--- src/rtl/cfg_serial_loader_pkg.sv ---
// Shared definitions for the configuration serial loader: FSM state
// encoding, frame mode constants and a small sizing helper.
package cfg_serial_loader_pkg;

   typedef enum logic [2:0] {
      ST_IDLE   = 3'd0,
      ST_ADDR   = 3'd1,
      ST_DATA   = 3'd2,
      ST_COMMIT = 3'd3,
      ST_ERR    = 3'd4
   } state_t;

   localparam logic MODE_DATA_ONLY = 1'b0;
   localparam logic MODE_ADDR_DATA = 1'b1;

   function automatic int max2(input int a, input int b);
      return (a > b) ? a : b;
   endfunction

endpackage

--- src/rtl/cfg_serial_loader_if.sv ---
// Serial command line in, committed configuration word out.
// Handshake: an input bit is transferred only in a cycle with ValidCmd = 1
// (no back-pressure); CfgValid and Error are single-cycle strobes that are
// never high together, and Cfg* hold their values between commits.
interface cfg_serial_loader_if
   import cfg_serial_loader_pkg::*;
#(
   parameter int ADDR_W = 4,
   parameter int DATA_W = 8
);
   logic              ValidCmd;
   logic              InputKey;
   logic              Active;
   logic              Mode;
   logic [ADDR_W-1:0] CfgAddr;
   logic [DATA_W-1:0] CfgData;
   logic              CfgMode;
   logic              CfgValid;
   logic              Busy;
   logic              Error;
   state_t            DbgState;

   modport master (
      output ValidCmd, InputKey, Active, Mode,
      input  CfgAddr, CfgData, CfgMode, CfgValid, Busy, Error, DbgState
   );

   modport slave (
      input  ValidCmd, InputKey, Active, Mode,
      output CfgAddr, CfgData, CfgMode, CfgValid, Busy, Error, DbgState
   );
endinterface

--- src/rtl/cfg_serial_loader_serial_field_shifter.sv ---
// MSB-first shift register for one frame field with a bit counter.
// o_complete flags the cycle in which the final bit of the field is shifted.
module serial_field_shifter #(
   parameter int WIDTH = 8,
   parameter int CNT_W = 4
) (
   input  logic             i_clk,
   input  logic             i_rst_n,
   input  logic             i_clear,
   input  logic             i_shift,
   input  logic             i_bit,
   output logic [WIDTH-1:0] o_value,
   output logic             o_complete
);
   logic [WIDTH-1:0] r_sh;
   logic [CNT_W-1:0] r_cnt;

   assign o_value    = r_sh;
   assign o_complete = i_shift && (r_cnt == CNT_W'(WIDTH - 1));

   // Shift in qualified bits; the counter restarts after each full field.
   always_ff @(posedge i_clk or negedge i_rst_n) begin
      if (!i_rst_n) begin
         r_sh  <= '0;
         r_cnt <= '0;
      end else if (i_clear) begin
         r_cnt <= '0;
      end else if (i_shift) begin
         r_sh  <= WIDTH'({r_sh, i_bit});
         r_cnt <= o_complete ? '0 : r_cnt + 1'b1;
      end
   end
endmodule

--- src/rtl/cfg_serial_loader.sv ---
// Captures the address/data configuration frame that follows a decoded key
// and commits it as a parallel word with a CfgValid strobe. Line silence or
// loss of Active abort the frame with an Error strobe.
module cfg_serial_loader
   import cfg_serial_loader_pkg::*;
#(
   parameter int DATA_W      = 8,
   parameter int ADDR_W      = 4,
   parameter int TIMEOUT_CYC = 16
) (
   input  logic              Clk,
   input  logic              Reset,
   cfg_serial_loader_if.slave bus
);
   localparam int CNT_W = $clog2(max2(ADDR_W, DATA_W) + 1);
   localparam int TO_W  = $clog2(TIMEOUT_CYC + 1);

   state_t            r_state, w_state_nxt;
   logic              r_active_q;
   logic              r_mode_q;
   logic [TO_W-1:0]   r_to_cnt;
   logic [ADDR_W-1:0] r_cfg_addr;
   logic [DATA_W-1:0] r_cfg_data;
   logic              r_cfg_mode;

   logic              w_rise;
   logic              w_timeout;
   logic              w_in_frame;
   logic              w_commit;
   logic [ADDR_W-1:0] w_addr_sh;
   logic [DATA_W-1:0] w_data_sh;
   logic [DATA_W-1:0] w_data_word;
   logic              w_addr_done;
   logic              w_data_done;

   assign w_rise      = bus.Active && !r_active_q;
   assign w_in_frame  = (r_state == ST_ADDR) || (r_state == ST_DATA);
   assign w_timeout   = !bus.ValidCmd && (r_to_cnt == TO_W'(TIMEOUT_CYC - 1));
   assign w_commit    = (r_state == ST_DATA) && (w_state_nxt == ST_COMMIT);
   assign w_data_word = DATA_W'({w_data_sh, bus.InputKey});

   serial_field_shifter #(.WIDTH(ADDR_W), .CNT_W(CNT_W)) u_addr_sh (
      .i_clk      (Clk),
      .i_rst_n    (Reset),
      .i_clear    (r_state == ST_IDLE),
      .i_shift    (bus.ValidCmd && (r_state == ST_ADDR)),
      .i_bit      (bus.InputKey),
      .o_value    (w_addr_sh),
      .o_complete (w_addr_done)
   );

   serial_field_shifter #(.WIDTH(DATA_W), .CNT_W(CNT_W)) u_data_sh (
      .i_clk      (Clk),
      .i_rst_n    (Reset),
      .i_clear    (r_state == ST_IDLE),
      .i_shift    (bus.ValidCmd && (r_state == ST_DATA)),
      .i_bit      (bus.InputKey),
      .o_value    (w_data_sh),
      .o_complete (w_data_done)
   );

   // State register and registered copy of Active for edge detection.
   always_ff @(posedge Clk or negedge Reset) begin
      if (!Reset) begin
         r_state    <= ST_IDLE;
         r_active_q <= 1'b0;
      end else begin
         r_state    <= w_state_nxt;
         r_active_q <= bus.Active;
      end
   end

   // Next state: losing Active beats everything, a bit beats the timeout.
   always_comb begin
      w_state_nxt = r_state;
      unique case (r_state)
         ST_IDLE: begin
            if (w_rise) w_state_nxt = (bus.Mode == MODE_ADDR_DATA) ? ST_ADDR : ST_DATA;
         end
         ST_ADDR: begin
            if (!bus.Active)      w_state_nxt = ST_ERR;
            else if (w_addr_done) w_state_nxt = ST_DATA;
            else if (w_timeout)   w_state_nxt = ST_ERR;
         end
         ST_DATA: begin
            if (!bus.Active)      w_state_nxt = ST_ERR;
            else if (w_data_done) w_state_nxt = ST_COMMIT;
            else if (w_timeout)   w_state_nxt = ST_ERR;
         end
         ST_COMMIT: w_state_nxt = ST_IDLE;
         ST_ERR:    w_state_nxt = ST_IDLE;
         default:   w_state_nxt = ST_IDLE;
      endcase
   end

   // Latch the frame mode on the Active rising edge seen in IDLE.
   always_ff @(posedge Clk or negedge Reset) begin
      if (!Reset)                           r_mode_q <= 1'b0;
      else if (r_state == ST_IDLE && w_rise) r_mode_q <= bus.Mode;
   end

   // Silence counter: counts idle cycles inside a frame, saturating.
   always_ff @(posedge Clk or negedge Reset) begin
      if (!Reset)                                  r_to_cnt <= '0;
      else if (!w_in_frame || bus.ValidCmd)        r_to_cnt <= '0;
      else if (r_to_cnt != TO_W'(TIMEOUT_CYC))     r_to_cnt <= r_to_cnt + 1'b1;
   end

   // Commit the completed frame; the address only updates for addr+data frames.
   always_ff @(posedge Clk or negedge Reset) begin
      if (!Reset) begin
         r_cfg_addr <= '0;
         r_cfg_data <= '0;
         r_cfg_mode <= 1'b0;
      end else if (w_commit) begin
         r_cfg_data <= w_data_word;
         r_cfg_mode <= r_mode_q;
         if (r_mode_q == MODE_ADDR_DATA) r_cfg_addr <= w_addr_sh;
      end
   end

   assign bus.CfgAddr  = r_cfg_addr;
   assign bus.CfgData  = r_cfg_data;
   assign bus.CfgMode  = r_cfg_mode;
   assign bus.CfgValid = (r_state == ST_COMMIT);
   assign bus.Error    = (r_state == ST_ERR);
   assign bus.Busy     = w_in_frame;
   assign bus.DbgState = r_state;
endmodule

--- src/flat_wrapper.sv ---
// flat-port wrapper written by rule: the top's interface ports become plain ports
module cfg_serial_loader_flat import cfg_serial_loader_pkg::*;
#(
   parameter int DATA_W      = 8,
   parameter int ADDR_W      = 4,
   parameter int TIMEOUT_CYC = 16
)
  (Clk, Reset, bus_ValidCmd, bus_InputKey, bus_Active, bus_Mode, bus_CfgAddr, bus_CfgData, bus_CfgMode, bus_CfgValid, bus_Busy, bus_Error, bus_DbgState);
  cfg_serial_loader_if #(.ADDR_W(ADDR_W), .DATA_W(DATA_W)) bus_i ();
  input  logic Clk;
  input  logic Reset;
  input wire logic [$bits(bus_i.ValidCmd)-1:0] bus_ValidCmd;
  input wire logic [$bits(bus_i.InputKey)-1:0] bus_InputKey;
  input wire logic [$bits(bus_i.Active)-1:0] bus_Active;
  input wire logic [$bits(bus_i.Mode)-1:0] bus_Mode;
  output wire logic [$bits(bus_i.CfgAddr)-1:0] bus_CfgAddr;
  output wire logic [$bits(bus_i.CfgData)-1:0] bus_CfgData;
  output wire logic [$bits(bus_i.CfgMode)-1:0] bus_CfgMode;
  output wire logic [$bits(bus_i.CfgValid)-1:0] bus_CfgValid;
  output wire logic [$bits(bus_i.Busy)-1:0] bus_Busy;
  output wire logic [$bits(bus_i.Error)-1:0] bus_Error;
  output wire logic [$bits(bus_i.DbgState)-1:0] bus_DbgState;
  assign bus_i.ValidCmd = bus_ValidCmd;
  assign bus_i.InputKey = bus_InputKey;
  assign bus_i.Active = bus_Active;
  assign bus_i.Mode = bus_Mode;
  assign bus_CfgAddr = bus_i.CfgAddr;
  assign bus_CfgData = bus_i.CfgData;
  assign bus_CfgMode = bus_i.CfgMode;
  assign bus_CfgValid = bus_i.CfgValid;
  assign bus_Busy = bus_i.Busy;
  assign bus_Error = bus_i.Error;
  assign bus_DbgState = bus_i.DbgState;
  cfg_serial_loader #(.DATA_W(DATA_W), .ADDR_W(ADDR_W), .TIMEOUT_CYC(TIMEOUT_CYC)) u_core (.Clk(Clk), .Reset(Reset), .bus(bus_i));
endmodule
--- config.mk ---
export PLATFORM = sky130hd
export DESIGN_NAME = cfg_serial_loader_flat
export DESIGN_NICKNAME = d
export VERILOG_FILES = /design/src/rtl/cfg_serial_loader_pkg.sv /design/src/rtl/cfg_serial_loader_if.sv /design/src/rtl/cfg_serial_loader_serial_field_shifter.sv /design/src/rtl/cfg_serial_loader.sv /design/src/flat_wrapper.sv
export SDC_FILE = /design/constraint.sdc
export NUM_CORES = 1
export LEC_CHECK = 0
export BUFFER_PORTS_ARGS = -buffer_cell sky130_fd_sc_hd__buf_2
export CORE_MARGIN = 2
export CORE_UTILIZATION = 55
export DETAILED_ROUTE_END_ITERATION = 12
export PLACE_DENSITY = 0.87
export RECOVER_POWER = 25
export SLEW_MARGIN = 25
export SYNTH_ARGS = -nofsm -noshare
export SYNTH_HDL_FRONTEND = slang
export SYNTH_HIERARCHICAL = 1
export SYNTH_SLANG_ARGS = --single-unit
--- constraint.sdc ---
create_clock -name Clk -period 2.75 [get_ports Clk]
set_clock_uncertainty 0.05 [all_clocks]
set_input_delay 0.55 -clock Clk [delete_from_list [all_inputs] [get_ports Clk]]
set_output_delay 0.55 -clock Clk [all_outputs]
set_load 0.05 [all_outputs]
==> flow_summary.ini, run 1 <==
[placed_design]
io_buffer_count = 24
dpl.hpwl_um = 2428
place_congestion = 0.9018
dp.cells = 220

[pwr]
peakVddDrop_mv = 0.3463
p_leak_uw = 0.001118
p_per_area_nw_per_um2 = 575.0
total_power_uw = 1302

[routing]
ant_nets = 0
drt-total-wl_um = 3476
vias = 1269
dr.pass1.iters = 4
drcViolationCount = 0
routedWlPerCell_um = 15.25
drtIter0Drc = 143
via_per_inst = 5.566

[synth]
synth_area_per_cell_um2 = 13.42
syn_inst = 152
synth_area_um2 = 2039
yosysWarnings = 6
syn_nets = 163

[layout]
layout_common_cells = dfrtp_1 (42), buf_2 (23), mux2_4 (15)
nets = 190
layout-drive-gt1-share = 0.3944
seqCellArea_um2 = 1051
stdcell_count = 228
final_util = 0.6280
antennaDiodeCount = 0
syn2layout_area_growth_pct = 11.04
final_common_cell = dfrtp_1
multi_input_area_um2 = 884.6
fill_cells = 284

[die]
core_area_um2 = 3606
start_util = 0.5656
die_w_um = 64.90
die_area_um2 = 4211
die_y_um = 64.90
io_pins = 25
num_rows = 22

[grt]
grt_pass1_wl_um = 5961
gr-usage-met3 = 0.06250
grt.overflow.total = 0
grtUsageMet2 = 0.2938
antenna_found_initial = 0
grt_busiest_layer = met2
grt_pass1_vias = 1309
track_usage = 0.1895
met1_usage = 0.2423
grt_start_max_net_pins = 43

[cts]
path_clk_slew_ns = 0.08
root_buffer = clkbuf_8
cts_resized = 0
clock_path_buffers = 2
clk_latency_ns = 0.30
ctsHoldBuffers = 0
cts_setup_buffers = 0
cts_buffers = 5
htree_levels = 2
cts_tree = built
clock_sinks = 42

[sta]
rsz0062_at_grt = false
hold_viol = 0
worstMarginPinSlew_ns = 0.9188
finalHoldWorstSlack_ns = 0.3339
finalSetupTns_ns = 0
slew_headroom = 0.3875
finalMaxSlewViolations = 0
fin_crit_sh = 0.8799
setup_viol = 0
period_needed_ns = 2.420
fmax_mhz = 413.3

[hold_path]
hold_path.class = input port to asynchronous set/reset pin

[setup_path]
startpoint = u_core/bus.DbgState[2]$_DFF_PN0_
rr_worst_depth = 5
cp-end-kind = flop
r2r-start = u_core/bus.DbgState[2]$_DFF_PN0_
path_class = flop to flop
cp_max_fo = 12
worstPathRequired_ns = 2.88
critPathLaunchType = flop
cp.arrival_ns = 2.55

[flow_run]
drv_cap = 0

[outcome]
outcome = completed
[area by class of cell]
class | instances | share of cell area
sequential | 42 | 0.4641
inverter | 9 | 0.01492
timing repair buffer | 28 | 0.06575
clock inverter | 2 | 0.006077
clock buffer | 6 | 0.03204
tap | 48 | 0.02652
multi-input combinational | 93 | 0.3906
[through the flow]
step	worst slack (ns)	instance area, um^2
floorplan	0.07718	2039
global route	0.2589	2265
detailed placement	0.2684	2180
CTS	0.3464	2266
finish	0.3303	2265
global placement	0.3287	2180
[power by group]
group | leakage, uW | internal (uW) | switching [uW]
registers | 0.000576 | 664 | 40.9
logic | 0.000497 | 97.4 | 115
clock network | 0.0000452 | 179 | 207
total | 0.00112 | 940 | 362
[critical path, stage by stage, from the launching register on]
cell      delay, ns
dfrtp_1        0.50
and4bb_2       0.45
and4b_2        0.32
inv_1          0.06
or4_4          0.59
mux2_4         0.32
[registers in the layout (all words and copies together), names as in the netlist]
signal / count
u_core/u_data_sh/o_value: 7
u_core/u_data_sh/r_cnt: 4
u_core/r_to_cnt: 5
u_core/bus.CfgData: 8
u_core/bus.DbgState: 3
u_core/bus.CfgAddr: 4
u_core/u_addr_sh/o_value: 4
u_core/r_active_q: 1
u_core/bus.CfgMode: 1
u_core/r_mode_q: 1
u_core/u_addr_sh/r_cnt: 4
[layer usage]
metal	part of all wire	wire [um]
met4	0.016	57
met1	0.45	1580
met5	0	0
met3	0.058	201
met2	0.47	1637
[worst paths after layout]
check                      slack (ns)                                       to
hold reg to reg                  0.45        u_core/bus.CfgData[3]$_DFFE_PN0P_
setup / recovery                 0.33        u_core/bus.CfgAddr[1]$_DFFE_PN0P_
max in group asynchronous        1.74         u_core/bus.DbgState[0]$_DFF_PN0_
setup reg to reg                 0.33        u_core/bus.CfgAddr[1]$_DFFE_PN0P_
min in group Clk                 0.38              u_core/r_active_q$_DFF_PN0_
hold / removal                   0.33  u_core/u_addr_sh/o_value[3]$_DFFE_PN0P_
No activity file was read; power rests on OpenSTA's default activity.
==> inputs of run 2 (changes only) <==
--- a/config.mk
+++ b/config.mk
@@ -6,13 +6,14 @@
 export NUM_CORES = 1
 export LEC_CHECK = 0
 export BUFFER_PORTS_ARGS = -buffer_cell sky130_fd_sc_hd__buf_2
+export CELL_PAD_IN_SITES_DETAIL_PLACEMENT = 1
+export CELL_PAD_IN_SITES_GLOBAL_PLACEMENT = 1
 export CORE_MARGIN = 2
-export CORE_UTILIZATION = 55
+export CORE_UTILIZATION = 45
 export DETAILED_ROUTE_END_ITERATION = 12
-export PLACE_DENSITY = 0.87
+export PLACE_DENSITY = 0.89
 export RECOVER_POWER = 25
 export SLEW_MARGIN = 25
 export SYNTH_ARGS = -nofsm -noshare
 export SYNTH_HDL_FRONTEND = slang
-export SYNTH_HIERARCHICAL = 1
 export SYNTH_SLANG_ARGS = --single-unit
==> run 2 against run 1 <==
Net effect:
- flip-flop and latch count unchanged
- wire length up 19%
- critical path type is now flop to primary output
- sequential power up 6.2%
- power up 8.2%
- clock power up 26%
- die area up 16%
- clock-buffer cell count down 1
- core utilization down 8.9 points
- maximum frequency up 10%
- synthesized cell count up 15%
- critical endpoint is now bus_Busy
- global-route usage down 0.72 points
- register-to-register slack better by 0.46 ns
==> flow_summary.ini, run 2 <==
[outcome]
outcome = completed

[routing]
drt-total-wl_um = 4138
drtIter0Drc = 116
via_per_inst = 5.393
vias = 1359
routedWlPerCell_um = 16.42
ant_nets = 0
drcViolationCount = 0
dr.pass1.iters = 4

[synth]
synth_seq_area_share = 0.5395
syn_inst = 175
synth_compound_area_frac = 0.06037
yosysWarnings = 0
synth_adder_area_share = 0.03211
synthArstFlopShare = 1.000
yosys.area_share.simple = 0.2094
synth_xor_area_frac = 0.01798
yosys-top-cells-area = dfrtp_1 (54%), nand2_1 (7.5%), mux2_1 (5.2%), ha_1 (3.2%), mux2_4 (3.1%)
yosysTopAreaCellShare = 0.5395
synthMuxAreaShare = 0.08799
yosysMostFrequentCell = dfrtp_1
synth-edff-count = 0
synth_seq_cells = 42
synth_top_family_by_area = simple AND/OR/NAND/NOR gates
synth_common_cells = dfrtp_1 (42), nand2_1 (39), inv_1 (11)
synth.distinct_cells = 40
synth_top_area_cell = dfrtp_1
syn_nets = 186
synth_area_per_cell_um2 = 11.13
ys.flop_type = dfrtp_1
synth_area_um2 = 1948

[grt]
track_usage = 0.1823
antenna_found_initial = 0
met1_usage = 0.2332
grt_pass1_vias = 1388
grt.overflow.total = 0
grtUsageMet2 = 0.3111
gr-usage-met3 = 0.04506
grt_pass1_wl_um = 7010
grt_start_max_net_pins = 43
grt_busiest_layer = met2

[placed_design]
place_congestion = 0.7410
pre_cts_ws_ns = 0.7784
dpl.hpwl_um = 2925
io_buffer_count = 24
dp.cells = 244

[sta]
fmax_mhz = 455.9
finalSetupTns_ns = 0
hold_viol = 0
fin_ws_ns = 0.5567
finalMaxSlewViolations = 0
finalHoldWorstSlack_ns = 0.3458
slew_headroom = 0.3672
setup_viol = 0
fin_crit_sh = 0.7976
period_needed_ns = 2.193
worstMarginPinSlew_ns = 0.9492
rsz0062_at_grt = false

[setup_path]
rr_worst_depth = 3
path_class = flop to primary output
startpoint = u_core.bus.DbgState[0]$_DFF_PN0_
cp-end-kind = primary output
critPathLaunchType = flop
r2r-start = u_core.bus.DbgState[1]$_DFF_PN0_
worstPathRequired_ns = 2.15
r2r_end = u_core.bus.CfgData[1]$_DFFE_PN0P_
cp_max_fo = 12
cp.arrival_ns = 1.59
r2r_slack_ns = 0.79
endpoint = bus_Busy

[cts]
clk_latency_ns = 0.29
cts_resized = 0
root_buffer = clkbuf_8
cts_tree = built
htree_levels = 2
cts_buffers = 5
clock_path_buffers = 2
path_clk_slew_ns = 0.08
clock_sinks = 42
cts_setup_buffers = 0
ctsHoldBuffers = 0

[layout]
largest_reg_flops = 8
layout_common_cells = dfrtp_1 (42), nand2_1 (39), buf_2 (23)
layout-drive-gt1-share = 0.2030
antennaDiodeCount = 0
final_common_cell = dfrtp_1
stdcell_count = 252
nets = 212
syn2layout_area_growth_pct = 13.10

[die]
io_pins = 25
num_rows = 23
die_w_um = 69.80
die_area_um2 = 4871
core_area_um2 = 4086
die_y_um = 69.80
start_util = 0.4767

[hold_path]
hold_path.class = input port to asynchronous set/reset pin

[pwr]
p_leak_uw = 0.001130
total_power_uw = 1409
peakVddDrop_mv = 0.3710
p_per_area_nw_per_um2 = 639.6

[flow_run]
drv_cap = 0
## run 2: per-stage QoR
| step | utilization | area, um^2 |
|---|---|---|
| after floorplan | - | 1948 |
| after global placement | 0.5119 | 2092 |
| after detailed placement | 0.5119 | 2092 |
| after CTS | 0.5395 | 2205 |
| after global routing | 0.5392 | 2203 |
| final | 0.5392 | 2203 |
## run 2: kinds of logic (layout without fill, tap and decap cells)
group           after synthesis  in the layout
simple gates                 71             71
flops                        42             42
compound gates               20             20
buf+inv                      19             46
mux                          14             14
fa+ha+maj                     5              5
xor+xnor                      4              4
## run 2: power by group
group	leakage, uW	internal, uW	switching, uW
combinational	0.000502	59.8	113
sequential	0.000569	683	66.4
clock	0.0000585	272	215
total	0.00113	1010	394
## run 2: how the worst min path moves through the flow
stage / startpoint / to / slack (ns)
3_3_place_gp: u_core.u_addr_sh.o_value[3]$_DFFE_PN0P_ / u_core.u_addr_sh.o_value[3]$_DFFE_PN0P_ / 0.41
5_1_grt: Reset / u_core.u_addr_sh.r_cnt[3]$_DFFE_PN0P_ / 0.41
2_1_floorplan: Reset / u_core.bus.CfgAddr[0]$_DFFE_PN0P_ / 0.20
6_report: Reset / u_core.u_addr_sh.r_cnt[3]$_DFFE_PN0P_ / 0.35
3_5_place_dp: u_core.bus.CfgData[6]$_DFFE_PN0P_ / u_core.bus.CfgData[6]$_DFFE_PN0P_ / 0.43
4_1_cts: Reset / u_core.bus.CfgAddr[1]$_DFFE_PN0P_ / 0.38
## run 2: layer usage
layer / wire (um) / vias to the layer above
met2: 2150 / 21
met3: 105 / 2
met4: 21 / 0
met1: 1861 / 690
met5: 0 / -
li1: - / 646
## run 2: layout make-up
type / instances / area, um^2
Tap cell: 50 / 62.56
Clock inverter: 3 / 43.79
Clock buffer: 5 / 68.82
Sequential cell: 42 / 1051
Fill cell: 445 / 1883
Inverter: 11 / 41.29
Timing Repair Buffer: 27 / 141.4
Multi-Input combinational cell: 114 / 794.5
## run 2: worst max-delay path: stages, from the launching register on
cell,delay (ns)
dfrtp_1,0.63
xor2_1,0.22
nand2b_1,0.13
inv_1,0.07
buf_2,0.25
==> inputs of run 3 (changes only) <==
--- a/config.mk
+++ b/config.mk
@@ -5,11 +5,12 @@
 export SDC_FILE = /design/constraint.sdc
 export NUM_CORES = 1
 export LEC_CHECK = 0
+export ABC_AREA = 1
 export BUFFER_PORTS_ARGS = -buffer_cell sky130_fd_sc_hd__buf_2
 export CELL_PAD_IN_SITES_DETAIL_PLACEMENT = 1
 export CELL_PAD_IN_SITES_GLOBAL_PLACEMENT = 1
 export CORE_MARGIN = 2
-export CORE_UTILIZATION = 45
+export CORE_UTILIZATION = 43
 export DETAILED_ROUTE_END_ITERATION = 12
 export PLACE_DENSITY = 0.89
 export RECOVER_POWER = 25
==> constraint.sdc (replaced) <==
create_clock -name Clk -period 2.27 [get_ports Clk]
set_clock_uncertainty 0.05 [all_clocks]
set_input_delay 0.454 -clock Clk [delete_from_list [all_inputs] [get_ports Clk]]
set_output_delay 0.454 -clock Clk [all_outputs]
set_load 0.05 [all_outputs]
==> run 3 against run 2 <==
Net effect:
- die area increased by 4.3%
- flip-flop and latch count unchanged
- largest cell class unchanged
- clock power increased by 21%
- core utilization decreased by 2.5 points
- setup slack got worse by 0.26 ns
- sequential share of layout area decreased by 0.77 points
==> flow_summary.ini, run 3 <==
[cts]
root_buffer = clkbuf_8
cts_tree = built
cts_resized = 0
cts_setup_buffers = 0
htree_levels = 2
path_clk_slew_ns = 0.08
cts_buffers = 5
clock_path_buffers = 2
ctsHoldBuffers = 0
clk_latency_ns = 0.30
clock_sinks = 42

[setup_path]
worstPathRequired_ns = 1.77
cp_num_buf_inv = 2
cp-end-kind = primary output
critPathLaunchType = flop
cp_max_fo = 4
cpPeakStageDelay_ns = 0.42
path_cells = inv_1 -> nand3_2 -> nand2_1 -> buf_2
path_class = flop to primary output
cp.arrival_ns = 1.47
crit_family = buffers and inverters
crit_slowest_cell = dfrtp_1

[hold_path]
hold_path.class = input port to asynchronous set/reset pin

[die]
die_area_um2 = 5082
io_pins = 25
die_y_um = 71.29
die_w_um = 71.29
core_area_um2 = 4354
start_util = 0.4471
num_rows = 24

[layout]
syn2layout_area_growth_pct = 15.04
nets = 253
fill_cells = 509
final_util = 0.5144
antennaDiodeCount = 0
layout_common_cells = nand2_1 (50), dfrtp_1 (42), inv_1 (34)
layout-drive-gt1-share = 0.2016
final_common_cell = nand2_1
largest_reg_flops = 8

[routing]
drtIter0Drc = 123
drcViolationCount = 0
ant_nets = 0
via_per_inst = 5.207
dr.pass1.iters = 4
routedWlPerCell_um = 15.03
vias = 1536
drt-total-wl_um = 4434

[synth]
synth_seq_area_share = 0.5398
synth_area_per_cell_um2 = 9.183
synth_seq_cells = 42
synth.distinct_cells = 24
synth-edff-count = 0
synth_common_cells = nand2_1 (50), dfrtp_1 (42), inv_1 (34)
synth_area_um2 = 1947
synth_top_area_cell = dfrtp_1
syn_nets = 223
ys.flop_type = dfrtp_1
yosysMostFrequentCell = nand2_1
yosys-top-cells-area = dfrtp_1 (54%), nand2_1 (9.6%), inv_1 (6.6%), nand4_1 (4.8%), o21ai_0 (4.1%)
syn_inst = 212
synthArstFlopShare = 1.000
yosysTopAreaCellShare = 0.5398
yosysWarnings = 0

[pwr]
p_leak_uw = 0.001153
peakVddDrop_mv = 0.4419
p_per_area_nw_per_um2 = 850.9

[placed_design]
dpl.hpwl_um = 3201
place_congestion = 0.8279
io_buffer_count = 24

[grt]
grt_pass1_vias = 1606
track_usage = 0.1942
antenna_found_initial = 0
grt_start_max_net_pins = 43
grt_pass1_wl_um = 7617
grt.overflow.total = 0

[sta]
setup_viol = 0
fmax_mhz = 507.6
worstMarginPinSlew_ns = 1.034
finalMaxSlewViolations = 0
slew_headroom = 0.3106
finalSetupTns_ns = 0
fin_crit_sh = 0.8678
hold_viol = 0
period_needed_ns = 1.970
rsz0062_at_grt = false

[outcome]
outcome = completed

[flow_run]
drv_cap = 0
-- run 3: per-stage QoR --
stage               total power (uW)  worst slack (ns)  hold WS [ns]  cells  instance area, um^2
floorplan                       1215            0.1821        0.1084    212                 1957
global placement                1317            0.4468        0.4112    287                 2137
detailed placement              1337            0.3647        0.4118    287                 2137
CTS                             1928            0.2803        0.1806    295                 2243
global route                    2001            0.1978        0.3883    295                 2240
finish                          1906            0.3000        0.3497    295                 2240
-- run 3: power breakdown --
group | switching [uW] | internal, uW | total, uW
Sequential | 71.0 | 863 | 935
Clock | 258 | 329 | 588
Combinational | 290 | 93.9 | 384
-- run 3: final cells by class --
class	count	area, um^2	share of cell area
clock buffers	7	76.32	0.03408
clock inverters	1	30.03	0.01341
multi-input cells	133	758.2	0.3385
well taps	52	65.06	0.02905
inverters	34	127.6	0.05698
flip-flops and latches	42	1051	0.4693
repair buffers	26	131.4	0.05866
-- run 3: per-layer routing --
layer	wire length, um	global-route usage	vias to the layer above
li1	-	-	750
met1	1865	0.2414	753
met2	2360	0.3364	26
met3	148	0.04360	7
met4	60	0.06289	0
met5	0	0	-
-- run 3: path summary, 6_finish.rpt --
path                                              startpoint                                      end  slack, ns  depth (start not counted)
setup / recovery            u_core.bus.DbgState[2]$_DFF_PN0_                                 bus_Busy       0.30                          4
hold / removal                                         Reset           u_core.bus.CfgMode$_DFFE_PN0P_       0.35                          2
setup reg to reg              u_core.r_to_cnt[1]$_DFFE_PN0P_        u_core.bus.CfgData[1]$_DFFE_PN0P_       0.38                         10
hold reg to reg            u_core.bus.CfgData[2]$_DFFE_PN0P_        u_core.bus.CfgData[2]$_DFFE_PN0P_       0.43                          2
max in group asynchronous                              Reset    u_core.u_data_sh.r_cnt[1]$_DFFE_PN0P_       1.17                          2
min in group Clk                                bus_InputKey  u_core.u_data_sh.o_value[0]$_DFFE_PN0P_       0.37                          3
-- run 3: cell families after synthesis --
logic type / count (synthesis) / synth area share
compound gates: 34 / 0.1073
xor+xnor: 1 / 0.004500
fa+ha+maj: 5 / 0.03213
buf+inv: 37 / 0.07583
flops: 42 / 0.5398
simple gates: 93 / 0.2404
-- run 3: worst reg2reg max path: stages, from the launching register on --
cell and delay (ns):
dfrtp_1 0.42, ha_1 0.21, inv_1 0.07, nor3_1 0.06
ha_1 0.18, nand2_1 0.13, nand2_1 0.12, nand2_2 0.12
nand3_4 0.22, nand2_1 0.16, o21ai_2 0.06
